--- src/rtl/spi_xfer_seq_if.sv ---
// Bundle of the request, response and spi_core register-port signals used by spi_xfer_seq.
// The master modport is the sequencer's view; slave is the requester/spi_core side.
interface spi_xfer_seq_if #(
  parameter int unsigned SS_NB = 8
);
  logic             req_valid;
  logic             req_ready;
  logic [31:0]      req_data;
  logic [4:0]       req_len;
  logic [SS_NB-1:0] req_ss;
  logic [15:0]      req_div;

  logic             rsp_valid;
  logic             rsp_ready;
  logic [31:0]      rsp_data;
  logic             rsp_err;

  logic             reg_we;
  logic             reg_re;
  logic [7:0]       reg_addr;
  logic [31:0]      reg_wdata;
  logic [3:0]       reg_be;
  logic [31:0]      reg_rdata;
  logic             reg_error;

  logic             busy;

  modport master (
    input  req_valid, req_data, req_len, req_ss, req_div, rsp_ready, reg_rdata, reg_error,
    output req_ready, rsp_valid, rsp_data, rsp_err, reg_we, reg_re, reg_addr, reg_wdata,
           reg_be, busy
  );

  modport slave (
    output req_valid, req_data, req_len, req_ss, req_div, rsp_ready, reg_rdata, reg_error,
    input  req_ready, rsp_valid, rsp_data, rsp_err, reg_we, reg_re, reg_addr, reg_wdata,
           reg_be, busy
  );
endinterface

--- src/rtl/spi_xfer_seq.sv ---
// Autonomous SPI transfer sequencer: programs spi_core registers for one request, polls
// GO_BSY, reads RX, deselects the slave and returns the received word.
module spi_xfer_seq #(
  parameter int unsigned SS_NB       = 8,
  parameter int unsigned TIMEOUT_CYC = 65535,
  parameter int unsigned CNT_W       = 16
) (
  input logic            clk_i,
  input logic            rst_ni,
  spi_xfer_seq_if.master bus
);

  localparam logic [7:0] AddrData = 8'h00;
  localparam logic [7:0] AddrCtrl = 8'h10;
  localparam logic [7:0] AddrDiv  = 8'h14;
  localparam logic [7:0] AddrSs   = 8'h18;

  typedef enum logic [3:0] {
    StIdle,
    StWrDiv,
    StWrSs,
    StWrTx,
    StWrCtrl,
    StPoll,
    StRdRx,
    StAbort,
    StWrSsClr,
    StResp
  } state_e;

  state_e           state_q, state_d;
  logic [CNT_W-1:0] cnt_q, cnt_d, cnt_inc;
  logic             err_q, err_d;
  logic [31:0]      data_q, data_d;
  logic [4:0]       len_q, len_d;
  logic [SS_NB-1:0] ss_q, ss_d;
  logic [15:0]      div_q, div_d;
  logic [31:0]      rsp_data_q, rsp_data_d;
  logic             req_ready_q, req_ready_d;
  logic             rsp_valid_q, rsp_valid_d;
  logic             busy_q, busy_d;
  logic             we_q, we_d;
  logic             re_q, re_d;
  logic [7:0]       addr_q, addr_d;
  logic [31:0]      wdata_q, wdata_d;
  logic [6:0]       char_len;
  logic             accept;

  assign accept   = req_ready_q & bus.req_valid;
  assign cnt_inc  = cnt_q + CNT_W'(1);
  assign char_len = (len_d == 5'd0) ? 7'd32 : {2'b00, len_d};

  // Next state, request latches, poll counter, sticky error and response data.
  always_comb begin
    state_d    = state_q;
    cnt_d      = cnt_q;
    err_d      = err_q;
    data_d     = data_q;
    len_d      = len_q;
    ss_d       = ss_q;
    div_d      = div_q;
    rsp_data_d = rsp_data_q;

    unique case (state_q)
      StIdle: begin
        if (accept) begin
          state_d    = StWrDiv;
          data_d     = bus.req_data;
          len_d      = bus.req_len;
          ss_d       = bus.req_ss;
          div_d      = bus.req_div;
          cnt_d      = '0;
          err_d      = 1'b0;
          rsp_data_d = '0;
        end
      end
      StWrDiv:  state_d = StWrSs;
      StWrSs:   state_d = StWrTx;
      StWrTx:   state_d = StWrCtrl;
      StWrCtrl: state_d = StPoll;
      StPoll: begin
        cnt_d = cnt_inc;
        if (!bus.reg_rdata[8]) begin
          state_d = StRdRx;
        end else if (cnt_inc == CNT_W'(TIMEOUT_CYC)) begin
          state_d = StAbort;
        end
      end
      StRdRx: begin
        rsp_data_d = bus.reg_rdata;
        state_d    = StWrSsClr;
      end
      StAbort: begin
        err_d   = 1'b1;
        state_d = StWrSsClr;
      end
      StWrSsClr: state_d = StResp;
      StResp: begin
        if (bus.rsp_ready) state_d = StIdle;
      end
      default: state_d = StIdle;
    endcase

    // An access error on any strobe skips straight to deselect; a failed deselect is final.
    if ((we_q || re_q) && bus.reg_error) begin
      err_d = 1'b1;
      if (state_q == StRdRx) rsp_data_d = '0;
      state_d = (state_q == StWrSsClr) ? StResp : StWrSsClr;
    end
  end

  // Outputs are decoded from the next state so each strobe is registered with its state.
  always_comb begin
    we_d        = 1'b0;
    re_d        = 1'b0;
    addr_d      = 8'h00;
    wdata_d     = 32'h0;
    req_ready_d = (state_d == StIdle);
    busy_d      = (state_d != StIdle);
    rsp_valid_d = (state_d == StResp);

    unique case (state_d)
      StWrDiv: begin
        we_d    = 1'b1;
        addr_d  = AddrDiv;
        wdata_d = {16'h0, div_d};
      end
      StWrSs: begin
        we_d    = 1'b1;
        addr_d  = AddrSs;
        wdata_d = 32'(ss_d);
      end
      StWrTx: begin
        we_d    = 1'b1;
        addr_d  = AddrData;
        wdata_d = data_d;
      end
      StWrCtrl: begin
        we_d    = 1'b1;
        addr_d  = AddrCtrl;
        // TX_NEG | GO_BSY | CHAR_LEN
        wdata_d = 32'h0000_0500 | {25'h0, char_len};
      end
      StPoll: begin
        re_d   = 1'b1;
        addr_d = AddrCtrl;
      end
      StRdRx: begin
        re_d   = 1'b1;
        addr_d = AddrData;
      end
      StAbort: begin
        we_d   = 1'b1;
        addr_d = AddrCtrl;
      end
      StWrSsClr: begin
        we_d   = 1'b1;
        addr_d = AddrSs;
      end
      default: ;
    endcase
  end

  always_ff @(posedge clk_i or negedge rst_ni) begin
    if (!rst_ni) begin
      state_q     <= StIdle;
      cnt_q       <= '0;
      err_q       <= 1'b0;
      data_q      <= '0;
      len_q       <= '0;
      ss_q        <= '0;
      div_q       <= '0;
      rsp_data_q  <= '0;
      req_ready_q <= 1'b0;
      rsp_valid_q <= 1'b0;
      busy_q      <= 1'b0;
      we_q        <= 1'b0;
      re_q        <= 1'b0;
      addr_q      <= '0;
      wdata_q     <= '0;
    end else begin
      state_q     <= state_d;
      cnt_q       <= cnt_d;
      err_q       <= err_d;
      data_q      <= data_d;
      len_q       <= len_d;
      ss_q        <= ss_d;
      div_q       <= div_d;
      rsp_data_q  <= rsp_data_d;
      req_ready_q <= req_ready_d;
      rsp_valid_q <= rsp_valid_d;
      busy_q      <= busy_d;
      we_q        <= we_d;
      re_q        <= re_d;
      addr_q      <= addr_d;
      wdata_q     <= wdata_d;
    end
  end

  assign bus.req_ready = req_ready_q;
  assign bus.rsp_valid = rsp_valid_q;
  assign bus.rsp_data  = rsp_data_q;
  assign bus.rsp_err   = err_q;
  assign bus.reg_we    = we_q;
  assign bus.reg_re    = re_q;
  assign bus.reg_addr  = addr_q;
  assign bus.reg_wdata = wdata_q;
  assign bus.reg_be    = 4'hF;
  assign bus.busy      = busy_q;

endmodule
--- src/flat_wrapper.sv ---
// flat-port wrapper written by rule: the top's interface ports become plain ports
module spi_xfer_seq_flat 
#(
  parameter int unsigned SS_NB       = 8,
  parameter int unsigned TIMEOUT_CYC = 65535,
  parameter int unsigned CNT_W       = 16
)
  (clk_i, rst_ni, bus_req_valid, bus_req_data, bus_req_len, bus_req_ss, bus_req_div, bus_rsp_ready, bus_reg_rdata, bus_reg_error, bus_req_ready, bus_rsp_valid, bus_rsp_data, bus_rsp_err, bus_reg_we, bus_reg_re, bus_reg_addr, bus_reg_wdata, bus_reg_be, bus_busy);
  spi_xfer_seq_if #(.SS_NB(SS_NB)) bus_i ();
  input logic clk_i;
  input logic rst_ni;
  input wire logic [$bits(bus_i.req_valid)-1:0] bus_req_valid;
  input wire logic [$bits(bus_i.req_data)-1:0] bus_req_data;
  input wire logic [$bits(bus_i.req_len)-1:0] bus_req_len;
  input wire logic [$bits(bus_i.req_ss)-1:0] bus_req_ss;
  input wire logic [$bits(bus_i.req_div)-1:0] bus_req_div;
  input wire logic [$bits(bus_i.rsp_ready)-1:0] bus_rsp_ready;
  input wire logic [$bits(bus_i.reg_rdata)-1:0] bus_reg_rdata;
  input wire logic [$bits(bus_i.reg_error)-1:0] bus_reg_error;
  output wire logic [$bits(bus_i.req_ready)-1:0] bus_req_ready;
  output wire logic [$bits(bus_i.rsp_valid)-1:0] bus_rsp_valid;
  output wire logic [$bits(bus_i.rsp_data)-1:0] bus_rsp_data;
  output wire logic [$bits(bus_i.rsp_err)-1:0] bus_rsp_err;
  output wire logic [$bits(bus_i.reg_we)-1:0] bus_reg_we;
  output wire logic [$bits(bus_i.reg_re)-1:0] bus_reg_re;
  output wire logic [$bits(bus_i.reg_addr)-1:0] bus_reg_addr;
  output wire logic [$bits(bus_i.reg_wdata)-1:0] bus_reg_wdata;
  output wire logic [$bits(bus_i.reg_be)-1:0] bus_reg_be;
  output wire logic [$bits(bus_i.busy)-1:0] bus_busy;
  assign bus_i.req_valid = bus_req_valid;
  assign bus_i.req_data = bus_req_data;
  assign bus_i.req_len = bus_req_len;
  assign bus_i.req_ss = bus_req_ss;
  assign bus_i.req_div = bus_req_div;
  assign bus_i.rsp_ready = bus_rsp_ready;
  assign bus_i.reg_rdata = bus_reg_rdata;
  assign bus_i.reg_error = bus_reg_error;
  assign bus_req_ready = bus_i.req_ready;
  assign bus_rsp_valid = bus_i.rsp_valid;
  assign bus_rsp_data = bus_i.rsp_data;
  assign bus_rsp_err = bus_i.rsp_err;
  assign bus_reg_we = bus_i.reg_we;
  assign bus_reg_re = bus_i.reg_re;
  assign bus_reg_addr = bus_i.reg_addr;
  assign bus_reg_wdata = bus_i.reg_wdata;
  assign bus_reg_be = bus_i.reg_be;
  assign bus_busy = bus_i.busy;
  spi_xfer_seq #(.SS_NB(SS_NB), .TIMEOUT_CYC(TIMEOUT_CYC), .CNT_W(CNT_W)) u_core (.clk_i(clk_i), .rst_ni(rst_ni), .bus(bus_i));
endmodule
--- config.mk ---
export PLATFORM = sky130hd
export DESIGN_NAME = spi_xfer_seq_flat
export DESIGN_NICKNAME = d
export VERILOG_FILES = /design/src/rtl/spi_xfer_seq_if.sv /design/src/rtl/spi_xfer_seq.sv /design/src/flat_wrapper.sv
export SDC_FILE = /design/constraint.sdc
export NUM_CORES = 1
export LEC_CHECK = 0
export ABC_AREA = 0
export CELL_PAD_IN_SITES_DETAIL_PLACEMENT = 0
export CELL_PAD_IN_SITES_GLOBAL_PLACEMENT = 1
export CORE_ASPECT_RATIO = 0.9
export CORE_MARGIN = 5
export CORE_UTILIZATION = 40
export DETAILED_ROUTE_END_ITERATION = 12
export PLACE_DENSITY_LB_ADDON = 0.25
export SLEW_MARGIN = 20
export SYNTH_ARGS = -nofsm -noshare
export SYNTH_HDL_FRONTEND = slang
export SYNTH_SLANG_ARGS = --single-unit
--- constraint.sdc ---
create_clock -name clk_i -period 4.05 [get_ports clk_i]
set_input_delay 0.405 -clock clk_i [delete_from_list [all_inputs] [get_ports clk_i]]
set_output_delay 0.405 -clock clk_i [all_outputs]
set_load 0.01 [all_outputs]
==> results_dict.tcl <==
set metrics [dict create \
    syn_avg_cell_area_sq_um 12.22 \
    ctsLongestPathBuffers 2 \
    clkLatencyLatePin_ps 410 \
    finalMaxSlewViolations 0 \
    rows 44 \
    track_usage_pct 17.14 \
    cts_buffers 17 \
    cp.required_ps 4350 \
    tightestPinTransition_ps 984.9 \
    die_area_sq_mm 0.01873 \
    ir_drop_v 0.0003901 \
    grt_pass1_wl_mm 24.93 \
    cp_common_cell "a41oi_1" \
    die_w_um 143.7 \
    switching_power_mw 1.929 \
    pwr-share-clk_pct 25.8 \
    r2r_setup_slack_ps 1040 \
    final_cell_mix "clkdlybuf4s50_1, dfrtp_1, mux2_2, nand2_1, a22o_1" \
    maxSlewHeadroom_pct 34.34 \
    crit_fanout 46 \
    synth_edf_count 0 \
    path_class "reg -> reg" \
    cts-root-buf "clkbuf_16" \
    drtIter0Drc 298 \
    comb_power_share_pct 33.6 \
    rsz0062_at_grt "no" \
    power.total_mw 6.007 \
    r2r-start "u_core.cnt_q[0]$_DFFE_PN0P_" \
    fin_worst_skew_ps 8.353 \
    setup_viol 0 \
    firstDrtPassIters 4 \
    synth-async-reset-ratio_pct 100.0 \
    stdcell_area_sq_mm 0.008852 \
    cpMaxStageDelayCell "or4_4" \
    coreArea_sq_mm 0.01597 \
    fin_nets 786 \
    ys.flop_type "dfrtp_1" \
    cts_sinks 154 \
    ys_ff_latch 154 \
    area_growth_pct 37.51 \
    period_share_pct 74.35 \
    end_kind "register" \
    htree_levels 4 \
    tns_ps 0 \
    cts_tree "built" \
    io_pins 180 \
    ys_types 54 \
    post_dp_cell_area_sq_mm 0.008270 \
    p_int_mw 4.078 \
    arrival_ps 3310 \
    grt_max_degree 98 \
    worst_path_dominant_cell_family "compound AO/OA/AOI/OAI gates" \
    fp.dieH_um 130.4 \
    yosys_warnings 0 \
    swShare_pct 32.12 \
    r2r_end "u_core.bus.reg_wdata[8]$_DFF_PN0_" \
    p_leak_nw 4.029 \
    drv_cap 0 \
    antenna_found_initial 0 \
    seq_area_frac_synth_pct 59.86 \
    fmax_ghz 0.3321 \
    finalHoldViolations 0 \
    grt_pass1_vias 4727 \
    layout-drive-gt1-share_pct 14.02 \
    status "complete, no violations" \
    wl_per_cell_um 17.57 \
    place_hpwl_mm 10.74 \
    grt-ovfl-total 0 \
    io_buffers 170 \
    worst_setup_path_start_kind "register" \
    cts_setup_buffers 0 \
    totalWireLength_mm 15.92 \
    post_cts_resized 0 \
    seqPwrFrac_pct 40.6 \
    synth_cells 527 \
    cts-hold-fix-buffers 0 \
    crit_chain "ha_1 > a21o_1 > a41oi_1 > a41oi_1 > or4_4 > o31ai_4 > buf_4 > mux2_2" \
    pwr_density_cell_mw_per_mm2 678.6 \
    drc 0 \
    vias_per_cell 5.108 \
    worst-path-buf-inv 1 \
    antenna_left 0 \
    synthesis.area_sq_mm 0.006437 \
    rr_worst_depth 8 \
    start_util_pct 40.32 \
    hp-class "in -> async" \
    num_vias 4628 \
    layout_commonest_cell "clkdlybuf4s50_1" \
    gp_congestion 0.8239 \
    path_clk_slew_ps 60 \
    n_antenna_cell 0 \
    cp_slowest_stage_delay_ps 580 \
    finalCriticalPeriod_ps 3011 \
]
## flip-flops by register name, indices dropped and copies added (netlist names)
register	count
u_core.bus.busy	1
u_core.bus.reg_addr	3
u_core.bus.reg_re	1
u_core.bus.reg_wdata	32
u_core.bus.reg_we	1
u_core.bus.req_ready	1
u_core.bus.rsp_data	32
u_core.bus.rsp_err	1
u_core.bus.rsp_valid	1
u_core.cnt_q	16
u_core.data_q	32
u_core.div_q	16
u_core.len_q	5
u_core.ss_q	8
u_core.state_q	4
## through the flow
stage	utilization, %	worst slack [ps]	std cells	hold slack, ps
after floorplan	-	1410	534	109.4
after global placement	51.80	1004	874	467.0
after detailed placement	51.80	976.4	874	470.1
after CTS	55.44	1031	906	121.4
after global routing	55.45	865.9	906	171.0
final	55.45	1039	906	97.88
## how the worst max path moves through the flow
| stage | from | end | slack [ps] | cells after the start |
|---|---|---|---|---|
| 6_report | u_core.cnt_q[0]$_DFFE_PN0P_ | u_core.bus.reg_wdata[8]$_DFF_PN0_ | 1040 | 8 |
| 3_3_place_gp | bus_req_valid | u_core.bus.reg_wdata[5]$_DFF_PN0_ | 1000 | 8 |
| 4_1_cts | u_core.cnt_q[0]$_DFFE_PN0P_ | u_core.bus.reg_wdata[8]$_DFF_PN0_ | 1030 | 8 |
| 2_1_floorplan | u_core.cnt_q[0]$_DFFE_PN0P_ | u_core.bus.reg_wdata[8]$_DFF_PN0_ | 1410 | 8 |
| 3_5_place_dp | bus_req_valid | u_core.bus.rsp_data[20]$_DFF_PN0_ | 980 | 5 |
| 5_1_grt | u_core.cnt_q[0]$_DFFE_PN0P_ | u_core.bus.reg_addr[4]$_DFF_PN0_ | 870 | 9 |
## layer usage
layer / track usage [%] / wire length [um]
met4: 4.042 / 142
met1: 23.26 / 7321
met3: 6.266 / 1263
met5: 0 / 0
met2: 26.45 / 7194
## kinds of logic (layout without fill, tap and decap cells)
family	count (synthesis)	in the layout	synth area share, %
other cells	2	9	0.1167
flops	154	154	59.86
mux	71	71	12.07
compound gates	100	100	11.39
xor+xnor	7	7	0.9524
buf+inv	60	225	4.354
fa+ha+maj	2	2	0.3887
simple gates	131	131	10.87
## synth_stat cells (all sizes together) (2+ instances only)
cell	number	area share [%]
dfrtp	154	60
mux2	53	9.3
a22o	32	4.4
nand2	32	1.9
o21ai	28	2.2
nor2	25	1.5
buf	23	2.1
clkbuf	21	1.3
and3	18	1.7
mux2i	18	2.8
inv	16	0.93
nand3	15	1.4
and2	8	0.78
nor3	8	0.78
a21oi	6	0.47
o2111ai	6	0.82
a31oi	5	0.49
o21a	5	0.58
nand2b	4	0.39
nand4	4	0.39
o31ai	4	0.68
xnor2	4	0.54
and4	3	0.41
nand4b	3	0.41
xor2	3	0.41
a2bb2oi	2	0.27
a41oi	2	0.27
conb	2	0.12
ha	2	0.39
nand3b	2	0.23
nor2b	2	0.19
nor3b	2	0.23
nor4	2	0.19
o41ai	2	0.27
## power groups by stage
stage,clock [mW],combinational (mW),sequential (mW)
final,1.55,2.02,2.44
after global routing,1.66,2.23,2.50
after CTS,1.59,2.04,2.44
after detailed placement,0,2.04,2.46
after global placement,0,1.99,2.44
after floorplan,0,1.18,2.43
## final cells by class
cell class,instances,area (sq um)
clock buffer,22,464.2
clock inverter,10,116.4
fill,1336,7113
inverter,16,60.06
multi-input combinational,320,2344
sequential,154,3854
tap,207,259.0
timing repair buffer,177,1755
Note: power is estimated with default switching activity, not from simulation.
